<file path="src/rtl/sequential_divider.sv">
// Sequential restoring divider: one quotient bit per clock, MSB first, with a
// start/busy/done handshake; divide-by-zero completes in one cycle with all-ones quotient.
module sequential_divider #(
    parameter int DIVIDEND_W = 8,
    parameter int DIVISOR_W  = 4
) (
    input  logic                  clk,
    input  logic                  reset,
    input  logic                  start,
    input  logic [DIVIDEND_W-1:0] dividend,
    input  logic [DIVISOR_W-1:0]  divisor,
    output logic [DIVIDEND_W-1:0] quotient,
    output logic [DIVISOR_W-1:0]  remainder,
    output logic                  div_by_zero,
    output logic                  busy,
    output logic                  done
);

    localparam int CNT_W = (DIVIDEND_W > 1) ? $clog2(DIVIDEND_W) : 1;
    localparam logic [CNT_W-1:0] LAST = CNT_W'(DIVIDEND_W - 1);

    localparam logic [1:0] IDLE = 2'd0;
    localparam logic [1:0] RUN  = 2'd1;
    localparam logic [1:0] ZERO = 2'd2;

    logic [1:0]            state_q, state_d;
    logic [CNT_W-1:0]      count_q, count_d;
    logic [DIVIDEND_W-1:0] dq_q, dq_d;
    logic [DIVISOR_W-1:0]  divisor_q, divisor_d;
    logic [DIVISOR_W-1:0]  p_q, p_d;
    logic [DIVIDEND_W-1:0] quotient_q, quotient_d;
    logic [DIVISOR_W-1:0]  remainder_q, remainder_d;
    logic                  dbz_q, dbz_d;
    logic                  done_q, done_d;

    logic [DIVISOR_W:0]    p_shift;
    logic                  qbit;
    logic [DIVISOR_W-1:0]  p_next;
    logic [DIVIDEND_W-1:0] dq_next;

    // dq_q shifts dividend bits out of the top while quotient bits enter at the
    // bottom; after DIVIDEND_W steps it holds the quotient. The settled partial
    // remainder is always < divisor, so only its low DIVISOR_W bits are stored.
    always_comb begin
        p_shift = {p_q, dq_q[DIVIDEND_W-1]};
        qbit    = (p_shift >= {1'b0, divisor_q});
        p_next  = qbit ? (p_shift[DIVISOR_W-1:0] - divisor_q) : p_shift[DIVISOR_W-1:0];
        dq_next = {dq_q[DIVIDEND_W-2:0], qbit};
    end

    always_comb begin
        state_d     = state_q;
        count_d     = count_q;
        dq_d        = dq_q;
        divisor_d   = divisor_q;
        p_d         = p_q;
        quotient_d  = quotient_q;
        remainder_d = remainder_q;
        dbz_d       = dbz_q;
        done_d      = 1'b0;
        case (state_q)
            IDLE: begin
                if (start) begin
                    dq_d      = dividend;
                    divisor_d = divisor;
                    p_d       = '0;
                    count_d   = '0;
                    state_d   = (divisor == '0) ? ZERO : RUN;
                end
            end
            RUN: begin
                dq_d    = dq_next;
                p_d     = p_next;
                count_d = count_q + 1'b1;
                if (count_q == LAST) begin
                    state_d     = IDLE;
                    quotient_d  = dq_next;
                    remainder_d = p_next;
                    dbz_d       = 1'b0;
                    done_d      = 1'b1;
                end
            end
            ZERO: begin
                state_d     = IDLE;
                quotient_d  = '1;
                remainder_d = '0;
                dbz_d       = 1'b1;
                done_d      = 1'b1;
            end
            default: state_d = IDLE;
        endcase
    end

    always_ff @(posedge clk or posedge reset) begin
        if (reset) begin
            state_q     <= IDLE;
            count_q     <= '0;
            dq_q        <= '0;
            divisor_q   <= '0;
            p_q         <= '0;
            quotient_q  <= '0;
            remainder_q <= '0;
            dbz_q       <= 1'b0;
            done_q      <= 1'b0;
        end else begin
            state_q     <= state_d;
            count_q     <= count_d;
            dq_q        <= dq_d;
            divisor_q   <= divisor_d;
            p_q         <= p_d;
            quotient_q  <= quotient_d;
            remainder_q <= remainder_d;
            dbz_q       <= dbz_d;
            done_q      <= done_d;
        end
    end

    assign quotient    = quotient_q;
    assign remainder   = remainder_q;
    assign div_by_zero = dbz_q;
    assign done        = done_q;
    assign busy        = (state_q != IDLE);

endmodule

</file>
<file path="config.mk">
export PLATFORM = sky130hd
export DESIGN_NAME = sequential_divider
export DESIGN_NICKNAME = d
export VERILOG_FILES = /design/src/rtl/sequential_divider.sv
export SDC_FILE = /design/constraint.sdc
export NUM_CORES = 1
export LEC_CHECK = 0
export BUFFER_PORTS_ARGS = -buffer_cell sky130_fd_sc_hd__buf_2
export CAP_MARGIN = 10
export CELL_PAD_IN_SITES_DETAIL_PLACEMENT = 2
export CELL_PAD_IN_SITES_GLOBAL_PLACEMENT = 2
export CORE_AREA = 5 5 74 93
export CTS_CLUSTER_DIAMETER = 30
export DETAILED_ROUTE_END_ITERATION = 6
export DIE_AREA = 0 0 79 98
export PLACE_DENSITY = 0.72
export SLEW_MARGIN = 40
export SYNTH_ARGS = -nofsm -noshare
export SYNTH_HDL_FRONTEND = slang
export SYNTH_SLANG_ARGS = --single-unit
</file>
<file path="constraint.sdc">
create_clock -name clk -period 1.6 [get_ports clk]
set_clock_uncertainty 0.1 [all_clocks]
set_input_delay 0.16 -clock clk [delete_from_list [all_inputs] [get_ports clk]]
set_output_delay 0.16 -clock clk [all_outputs]
set_load 0.05 [all_outputs]
</file>
### Yosys cells after proc, flatten, opt, wreduce, memory -nomap -nowiden

Cells that the tools add are included.

| storage, ports and cells | value |
|---|---|
| register bits after elaboration | 35 |
| output and inout bits | 15 |

| cells by class | value |
|---|---|
| $add $sub $neg | 2 |
| $lt $le $gt $ge | 1 |
| eq/ne operators | 5 |
| muxes and demuxes | 19 |
| reductions and logical operators | 9 |

Operators with widths:

| cell | number |
|---|---|
| 8-bit case mux with 2 select lines | 2 |
| 8-bit two-way mux | 2 |
| 4-bit case mux with 2 select lines | 2 |
| 4-bit two-way mux | 3 |
| 2-bit AND reduction | 4 |
| 2-bit two-way mux | 3 |
| 3-bit case mux with 2 select lines | 1 |
| 2-bit nonzero test | 3 |
| 5-bit by 4-bit >= comparator with 1-bit output | 1 |
| 4-bit zero test | 1 |
| 2-bit != test (second input constant) | 2 |
| 1-bit case mux with 2 select lines | 2 |
| 2-bit case mux with 2 select lines | 1 |
| 4-bit subtractor | 1 |
| 3-bit by 1-bit adder with 3-bit output (second input constant) | 1 |
| 3-bit == test (second input constant) | 1 |
| 3-bit two-way mux | 1 |
| 2-bit by 1-bit == test with 1-bit output (second input constant) | 1 |
| 2-bit == test (second input constant) | 1 |
| 2-bit zero test | 1 |
| 1-bit two-way mux | 2 |

### Depth between registers and ports, before layout

Gate-level depths: netlist (run 1).

| logic depth | value |
|---|---|
| word-level depth | 4 |
| mapped depth | 7 |

### Worst setup path before layout (run 1)

OpenSTA, ideal clock, no wires.

| timing path | value |
|---|---|
| path type | register to register |
| start | register state_q[0] |
| end | register p_q[0] |
| setup time | 0.122 ns |
| data arrival time | 1.501 ns |
| data required time | 1.378 ns |
| setup slack | -0.123 ns |
| stages on the path, launching flop included | 7 |
| path buffers | 1 |
| period minus slack after synthesis | 1.723 ns |
| path through | dfrtp_1 inv_1 ha_1 inv_1 a21boi_2 buf_4 a32o_1 |

| between the ends | value |
|---|---|
| cells in the longest elaborated chain, start to end | 3 |

RTL lines:

| item | line | RTL |
|---|---|---|
| start: declaration | 26 | `logic [1:0] state_q, state_d;` |
| start signal: assignment | 106 | `state_q <= state_d;` |
| 2-bit by 1-bit == test with 1-bit output / 2-bit zero test (equally long branches) | 61 | `case (state_q)` |
| 2-bit nonzero test (no line) / 2-bit != test (equally long branches) | -- |  |
| 2-bit AND reduction (no line) | -- |  |
| end signal: assignment | 110 | `p_q <= p_d;` |
| end: declaration | 30 | `logic [DIVISOR_W-1:0] p_q, p_d;` |

Parallel ways exist; a longest one is shown, timed or not.
A chain may end at the register's enable or synchronous reset.

### Worst setup path in the final report (run 1)

| timing path | value |
|---|---|
| start | register state_q[0] |
| end | register p_q[1] |

The elaborated chain is that of the path after synthesis.

==> flow_summary.toml, run 1 <==
[power]
total_power_uw = 7280
swShare = 0.4549
seqPwrFrac = 0.217
irDropWorstVdd_mv = 1.044
pwr-share-clk = 0.102
intPower_uw = 3968
cellPowerDensity_nw_per_um2 = 2587
leakage_uw = 0.001298
power_frac_comb = 0.680
switchingPower_uw = 3311

[critical_path]
crit_path_start_kind = "register"
critPathCaptureType = "register"
worst-setup-path-type = "register to register"
critPathMaxFanout = 6
cp.required_ns = 1.70
critPathArrivalTime_ns = 1.88

[detailed_routing]
wire_per_inst_um = 21.62
drtAntennaViolNets = 0
drc = 0
num_vias = 1588
routed_wl_um = 6723
drt_pass1_iterations = 4
drt_iter0_markers = 32
vias_per_cell = 5.106

[synth]
synth_area_sq_um = 1753
yosys_warnings = 0
synth-edff-count = 0
avgSynthCellArea_sq_um = 10.43
syn_nets = 193
async_flop_share = 1.000
synthTopCellsByArea = "dfrtp_1 (50%), ha_1 (6.4%), nand2_1 (4.7%)"
synthCells = 168
yosys_register_bits = 35
yosysSeqAreaShare = 0.4996
synth_cell_types = 38
yosys_most_used_dff = "dfrtp_1"
synth_top_area_frac = 0.4996
yosys.area.top_type = "dfrtp_1"

[global_routing]
grt_pass1_wl_um = 8983
grt_pass1_vias = 1721
grt_usage = 0.1532
grt_overflow = 0
antenna_found_initial = 0
grt_max_degree = 36

[cts]
numCtsBuffers = 5
cts_tree = "yes"
cts_htree_levels = 2
clk_pin_slew_worst_paths_ns = 0.07
insertion_delay_ns = 0.30
cts_max_path_buffers = 2
numClockSinks = 35
clockRootBuffer = "clkbuf_8"

[run_status]
failed_checks = "negative setup slack"
run_status = "finished, violations left"

[timing]
hold_violations = 0
fin_crit_sh = 1.111
timing.final.max_slew_violations = 0
finalSetupViolCount = 23
rsz0062_at_grt = "yes"
fmaxAchievable_mhz = 562.5
max_slew_margin = 0.6706
fin_crit_ns = 1.778
setup_ws_ns = -0.1777
worst-slew-pin-transition_ns = 0.4941
tns_ns = -3.080

[cells_and_area]
syn_to_final_growth_pct = 60.53
layout-drive-gt1-share = 0.5802
antenna_cells = 0
nNetsFinal = 267

[floorplan]
die_w_um = 79
rows = 32
ios = 30
die_h_um = 98
die_area_sq_um = 7742
initial_core_util = 0.2938
coreArea_sq_um = 5966

[placement]
gp_congestion = 0.7896
hpwl_um = 3666
port_buffers = 29

[run]
cap_violations = 0

[min_path]
worstHoldPathType = "primary input to register"
-- cells by family (layout without fill, tap and decap cells) --
| kind of cell | after synthesis | after routing | synth area share |
|---|---|---|---|
| and+or+nand+nor | 53 | 54 | 0.1527 |
| AOI/OAI and AO/OA | 41 | 41 | 0.1556 |
| DFF | 35 | 35 | 0.4996 |
| buffers and inverters | 16 | 90 | 0.03926 |
| muxes | 12 | 12 | 0.07209 |
| adders and majority gates | 10 | 10 | 0.07566 |
| xor gates and xnor gates | 1 | 1 | 0.004997 |
-- layout by cell type (no fill, tap or decap), types with 5 or more instances in the layout --
| cell type | n |
|---|---|
| o21ai_0 | 7 |
| dfrtp_1 | 33 |
| buf_4 | 32 |
| nor2_1 | 10 |
| mux2i_1 | 6 |
| nand2_4 | 6 |
| buf_2 | 28 |
| o21ai_2 | 8 |
| inv_2 | 7 |
| clkbuf_8 | 7 |
| nand2_1 | 16 |
| buf_6 | 5 |
| ha_4 | 9 |
-- worst paths after layout --
| path | startpoint | to | slack, ns | depth (start not counted) |
|---|---|---|---|---|
| worst max register to register | state_q[0] | p_q[1] | -0.18 | 8 |
| worst min register to register | quotient[7] | quotient[7] | 0.37 | 2 |
| max in group asynchronous | reset | state_q[0] | 0.60 | 4 |
| worst max-delay path | state_q[0] | p_q[1] | -0.18 | 8 |
| min in group asynchronous | reset | dq_q[5] | 0.42 | 4 |
| worst min-delay path | divisor[0] | divisor_q[0] | 0.01 | 2 |
-- synthesized netlist by cell type, types with 2 or more instances --
library cell,count
dfrtp_1,35
nand2_1,22
o21ai_0,12
inv_1,10
nor2_1,10
ha_1,9
o21ai_1,9
mux2i_1,7
mux2_2,5
a32o_1,4
buf_2,4
nor2b_1,4
o31ai_1,4
a22o_1,3
nand2b_1,3
a21oi_1,2
nor3b_1,2
o211ai_1,2
or3_1,2
-- power groups by stage --
stage	Combinational, uW	Sequential (uW)	Clock [uW]
after floorplan	1790	1960	0
after global routing	5240	1630	802
after global placement	3120	1510	0
final	4950	1580	746
after detailed placement	3260	1530	0
after CTS	4050	1540	755
-- metal layers --
metal  share of wire  routed length (um)  track usage  vias to the layer above
met3           0.032                 216      0.03413                       11
li1                -                   -            -                      740
met2            0.56                3790       0.2743                       37
met5               0                   0            0                        -
met4           0.017                 117      0.06349                        0
met1            0.39                2599       0.1724                      800
-- flip-flops by register name, indices dropped and copies added (netlist names), 2 cells and up --
name and count:
quotient 8, dq_q 8, remainder 4, p_q 4, count_q 3, state_q 2
divisor_q 4
-- repair_timing --
action | 4_1_cts | 5_1_grt
buffers inserted | 10 | 7
hold buffers | 1 | 0
endpoints found under the setup margin | 24 | 35
resized for setup | 36 | 42
pin swaps | 12 | 18
hold endpoints to repair | 35 | 0
cloned | 1 | 3
-- through the flow --
step	instances	utilization	worst slack (ns)	hold WS, ns	instance area (sq um)
3_3_place_gp	281	0.3677	-0.1863	0.1940	2193
2_1_floorplan	168	-	-0.07775	0.2106	1829
5_1_grt	311	0.4717	-0.2369	0.01308	2814
4_1_cts	301	0.4243	-0.1687	0.006204	2531
6_report	311	0.4717	-0.1777	0.01172	2814
3_5_place_dp	281	0.3677	-0.2587	0.2054	2193
-- cell type report --
type / instances / area [sq um]
timing repair buffer: 72 / 566.8
tap: 68 / 85.08
multi-input combinational: 118 / 1142
clock buffer: 8 / 100.1
sequential: 35 / 878.3
fill: 617 / 3152
inverter: 10 / 41.29
-- worst max-delay path: stages (launching register included) --
cell        delay, ns
dfrtp_2          0.43
inv_2            0.09
ha_4             0.17
clkinvlp_4       0.12
buf_6            0.14
a21boi_4         0.28
buf_12           0.17
nand2_1          0.07
o211ai_1         0.11
(Power assumes the default switching activity.)
==> run 2: changes to the inputs <==
--- a/config.mk
+++ b/config.mk
@@ -14,5 +14,5 @@
 export DETAILED_ROUTE_END_ITERATION = 6
 export DIE_AREA = 0 0 79 98
-export PLACE_DENSITY = 0.72
+export PLACE_DENSITY = 0.8
 export SLEW_MARGIN = 40
 export SYNTH_ARGS = -nofsm -noshare
==> constraint.sdc (replaced) <==
create_clock -name clk -period 1.6 [get_ports clk]
set_clock_uncertainty 0.1 [all_clocks]
set_input_delay 0.08 -clock clk [delete_from_list [all_inputs] [get_ports clk]]
set_output_delay 0.08 -clock clk [all_outputs]
set_load 0.05 [all_outputs]
==> run 2 against run 1 <==
  * The run still ends with negative setup slack left
  * Sequential power up 4%
  * Setup slack worse by 0.11 ns
  * Clock power up 16%
  * Routed wire length up 9.4%
  * Largest power group unchanged
  * Highest routed layer unchanged
==> flow_summary.toml, run 2 (same netlist as run 1, synthesis figures left out) <==
[global_routing]
grt_pass1_vias = 1762
grt_usage = 0.1698
grt_overflow = 0
antenna_found_initial = 0
grt_pass1_wl_um = 9915
grt_max_degree = 36

[cells_and_area]
ff_latch_area_sq_um = 878.3
design_area_sq_um = 2869
final_cell_mix = "dfrtp_1 (33), buf_2 (28), buf_4 (24)"
multi_input_area_sq_um = 1136
antenna_cells = 0
layout-drive-gt1-share = 0.5429
fillers = 593
nNetsFinal = 269
syn_to_final_growth_pct = 63.67
final_common_cell = "dfrtp_1"

[critical_path]
crit_path_start_kind = "register"
reg2reg_depth = 5
r2r_start = "p_q[1]"
critPathMaxFanout = 4
worstReg2RegEnd = "remainder[3]"
cp.required_ns = 1.66
critPathArrivalTime_ns = 1.95
critPathCaptureType = "register"
worst-setup-path-type = "register to register"
ff2ff_setup_slack_ns = -0.28

[min_path]
min_to = "dq_q[6]"
worstHoldPathType = "primary input to register"
worstHoldStart = "dividend[6]"
hold_depth = 3

[power]
switchingPower_uw = 3429
pwr-share-clk = 0.116
cellPowerDensity_nw_per_um2 = 2579
intPower_uw = 3971
total_power_uw = 7400
leakage_uw = 0.001311
swShare = 0.4634
seqPwrFrac = 0.221
irDropWorstVdd_mv = 0.8931
power_frac_comb = 0.663

[timing]
max_slew_margin = 0.5723
finalSetupViolCount = 22
fin_crit_ns = 1.883
setup_ws_ns = -0.2832
worst-slew-pin-transition_ns = 0.6367
fmaxAchievable_mhz = 531.0
fin_crit_sh = 1.177
rsz0062_at_grt = "yes"
holdWs_ns = 0.06301
timing.final.max_slew_violations = 0
hold_violations = 0

[run_status]
run_status = "finished, violations left"
failed_checks = "negative setup slack"

[cts]
cts_tree = "yes"
numCtsBuffers = 5
insertion_delay_ns = 0.30
cts_htree_levels = 2
clockRootBuffer = "clkbuf_8"
cts_max_path_buffers = 2
numClockSinks = 35
clk_pin_slew_worst_paths_ns = 0.08

[run]
cap_violations = 0

[floorplan]
ios = 30
initial_core_util = 0.2938
die_area_sq_um = 7742
coreArea_sq_um = 5966
rows = 32
die_h_um = 98
die_w_um = 79

[placement]
hpwl_um = 3792
gp_congestion = 0.7347
dpl_cell_area_sq_um = 2186
port_buffers = 29

[detailed_routing]
num_vias = 1624
drt_iter0_markers = 34
drc = 0
drtAntennaViolNets = 0
routed_wl_um = 7355
drt_pass1_iterations = 4
wire_per_inst_um = 23.50
vias_per_cell = 5.188
==> run 2: worst max-delay path by stage <==
| stage | to | depth (start not counted) | startpoint |
|---|---|---|---|
| after CTS | p_q[2] | 6 | divisor_q[2] |
| after floorplan | p_q[0] | 6 | dq_q[7] |
| final | remainder[3] | 5 | p_q[1] |
| after detailed placement | p_q[2] | 7 | dq_q[7] |
| after global placement | p_q[2] | 6 | dq_q[7] |
| after global routing | remainder[3] | 5 | p_q[1] |
==> run 2: metrics by stage <==
stage	instances	setup WS, ns	setup TNS (ns)	utilization
after floorplan	168	-0.07775	-0.3937	-
after global placement	280	-0.1890	-1.553	0.3664
after detailed placement	280	-0.2745	-2.712	0.3664
after CTS	303	-0.1927	-1.295	0.4339
after global routing	313	-0.3326	-4.895	0.4809
final	313	-0.2832	-3.434	0.4809
==> run 2: layout make-up <==
type                       instances  area share
clock buffer                       6     0.02878
multi-input combinational        117      0.3960
timing repair buffer              75      0.2119
sequential                        35      0.3061
inverter                          10     0.01526
tap                               68     0.02966
clock inverter                     2     0.01221
==> run 2: power by group through the flow <==
stage	Sequential (uW)	Clock, uW	Combinational (uW)
global route	1680	912	5200
floorplan	1960	0	1790
CTS	1550	861	3940
detailed placement	1540	0	3260
finish	1640	862	4900
global placement	1500	0	3090
==> run 2: worst max-delay path: stages, from the launching register on <==
cell	delay, ns
dfrtp_2	0.48
ha_4	0.30
nor2_1	0.10
a21oi_1	0.07
nor3_1	0.50
o31ai_1	0.18
==> run 2: timing repair <==
item                                   4_1_cts  5_1_grt
buffers inserted                             3        7
pin swaps                                    3       23
resized for setup                           30       42
endpoints found under the hold margin       47        0
setup endpoints to repair                   23       28
hold buffers                                12        0
cloned                                       0        3
==> run 2: routing by layer <==
layer / vias up / share of wire / GRT usage
met1: 821 / 0.41 / 0.2002
met4: 0 / 0.038 / 0.07540
li1: 739 / - / -
met5: - / 0 / 0
met2: 44 / 0.52 / 0.2938
met3: 20 / 0.032 / 0.03413
==> run 3: changes to the inputs <==
CELL_PAD_IN_SITES_DETAIL_PLACEMENT = unset   (was 2)
CELL_PAD_IN_SITES_GLOBAL_PLACEMENT = unset   (was 2)
CORE_AREA = 5 5 66 83   (was 5 5 74 93)
DIE_AREA = 0 0 71 88   (was 0 0 79 98)
PLACE_DENSITY = 0.69   (was 0.8)
==> run 3 against run 2 <==
  * The flow still finishes with violations (negative setup slack)
  * Hold slack lost 0.032 ns
  * Maximum frequency grew 6.4%
  * Sequential power shrank 7%
  * Clock power shrank 19%
  * Global-route usage shrank 3.0 points
  * Largest cell class unchanged
  * Largest power group unchanged
  * Highest routed layer unchanged
==> flow_summary.toml, run 3 (same netlist as run 1, synthesis figures left out) <==
[run]
cap_violations = 0

[floorplan]
die_h_um = 88
coreArea_sq_um = 4624
rows = 28
die_area_sq_um = 6248
ios = 30
die_w_um = 71
initial_core_util = 0.3791

[critical_path]
cp_top_family = "compound AO/OA/AOI/OAI gates"
ff2ff_setup_slack_ns = -0.17
critPathMaxFanout = 8
slowest_delay_ns = 0.43
critPathArrivalTime_ns = 1.84
crit_buf_inv = 0
crit_path_start_kind = "register"
worst-setup-path-type = "register to register"
critPathCaptureType = "register"
crit_path_top_delay_cell = "dfrtp_1"
cp_num_cells = 5
reg2reg_depth = 5
worstPathCellList = "ha_4 -> o21ai_4 -> a21oi_4 -> or3_4 -> a32o_1"
cp.required_ns = 1.67

[global_routing]
grt_usage = 0.1399
grt_max_degree = 36
antenna_found_initial = 0
grt_pass1_wl_um = 6872
use_met3 = 0.03444
grt_pass1_vias = 1500
busiest_layer = "met2"
use_met1 = 0.1643
grt_use_met2 = 0.2439
grt_overflow = 0

[placement]
gp_congestion = 0.8224
placedCellCount = 274
port_buffers = 29
hpwl_um = 2831
place_ws_ns = -0.1755
dpl_cell_area_sq_um = 2191

[cts]
cts_max_path_buffers = 2
clockRootBuffer = "clkbuf_8"
cts_htree_levels = 2
clk_pin_slew_worst_paths_ns = 0.07
numCtsBuffers = 5
insertion_delay_ns = 0.29
cts_tree = "yes"
numClockSinks = 35

[cells_and_area]
layout-drive-gt1-share = 0.4481
multi_input_area_sq_um = 1001
final_cell_mix = "dfrtp_1 (35), buf_2 (29), buf_4 (26)"
nNetsFinal = 265
fillers = 404
antenna_cells = 0
design_area_sq_um = 2611
ff_latch_area_sq_um = 875.8
final_core_util = 0.5647
syn_to_final_growth_pct = 48.96
final_common_cell = "dfrtp_1"
fin_cells = 301

[detailed_routing]
drt_pass1_iterations = 4
vias_per_cell = 4.890
routed_wl_um = 4183
drtAntennaViolNets = 0
num_vias = 1472
drc = 0
drt_iter0_markers = 71
wire_per_inst_um = 13.90

[run_status]
run_status = "finished, violations left"
failed_checks = "negative setup slack"

[timing]
fin_crit_sh = 1.106
setup_ws_ns = -0.1698
holdWs_ns = 0.03135
max_slew_margin = 0.7008
finalSetupViolCount = 9
timing.final.max_slew_violations = 0
worst-slew-pin-transition_ns = 0.4489
hold_violations = 0
fmaxAchievable_mhz = 565.0
fin_crit_ns = 1.770
rsz0062_at_grt = "yes"

[power]
leakage_uw = 0.001218
cellPowerDensity_nw_per_um2 = 2333
irDropWorstVdd_mv = 0.6411

[min_path]
hold_depth = 3
worstHoldPathType = "primary input to register"
-- run 3: area by class of cell --
class                   instances  share of cell area
flip-flops and latches         35              0.3354
well taps                      60             0.02875
repair buffers                 71              0.1984
clock buffers                   8             0.03833
inverters                      10             0.01581
multi-input cells             117              0.3833
-- run 3: timing repair --
item,4_1_cts,5_1_grt
endpoints found under the setup margin,18,19
hold buffers,11,1
buffers inserted,4,3
endpoints found under the hold margin,46,1
pin swaps,4,11
resized for setup,25,9
-- run 3: worst paths after layout --
| check | to | start |
|---|---|---|
| setup reg to reg | p_q[2] | p_q[1] |
| max in group asynchronous | dq_q[1] | reset |
| setup / recovery | p_q[2] | p_q[1] |
| hold / removal | dq_q[7] | dividend[7] |
| min in group asynchronous | p_q[0] | reset |
| hold reg to reg | remainder[3] | remainder[3] |
-- run 3: power breakdown --
group / leakage [uW] / switching, uW / internal [uW]
clock network: 0.0000515 / 302 / 393
logic: 0.000724 / 2070 / 1800
registers: 0.000442 / 252 / 1270
-- run 3: metal layers --
layer / vias up / part of all wire / wire length, um
li1: 738 / - / -
met1: 699 / 0.43 / 1782
met2: 29 / 0.52 / 2173
met3: 6 / 0.043 / 179
met4: 0 / 0.011 / 48
met5: - / 0 / 0
-- run 3: stage by stage --
| step | power [uW] | setup TNS, ns |
|---|---|---|
| after CTS | 5920 | -0.5604 |
| after floorplan | 3748 | -0.3937 |
| after global placement | 4583 | -1.446 |
| after detailed placement | 4651 | -1.932 |
| after global routing | 6503 | -1.336 |
| final | 6093 | -0.8942 |
-- run 3: worst min-delay path: stages --
cell	delay [ns]
buf_2	0.08
mux2i_1	0.08
o21ai_1	0.13
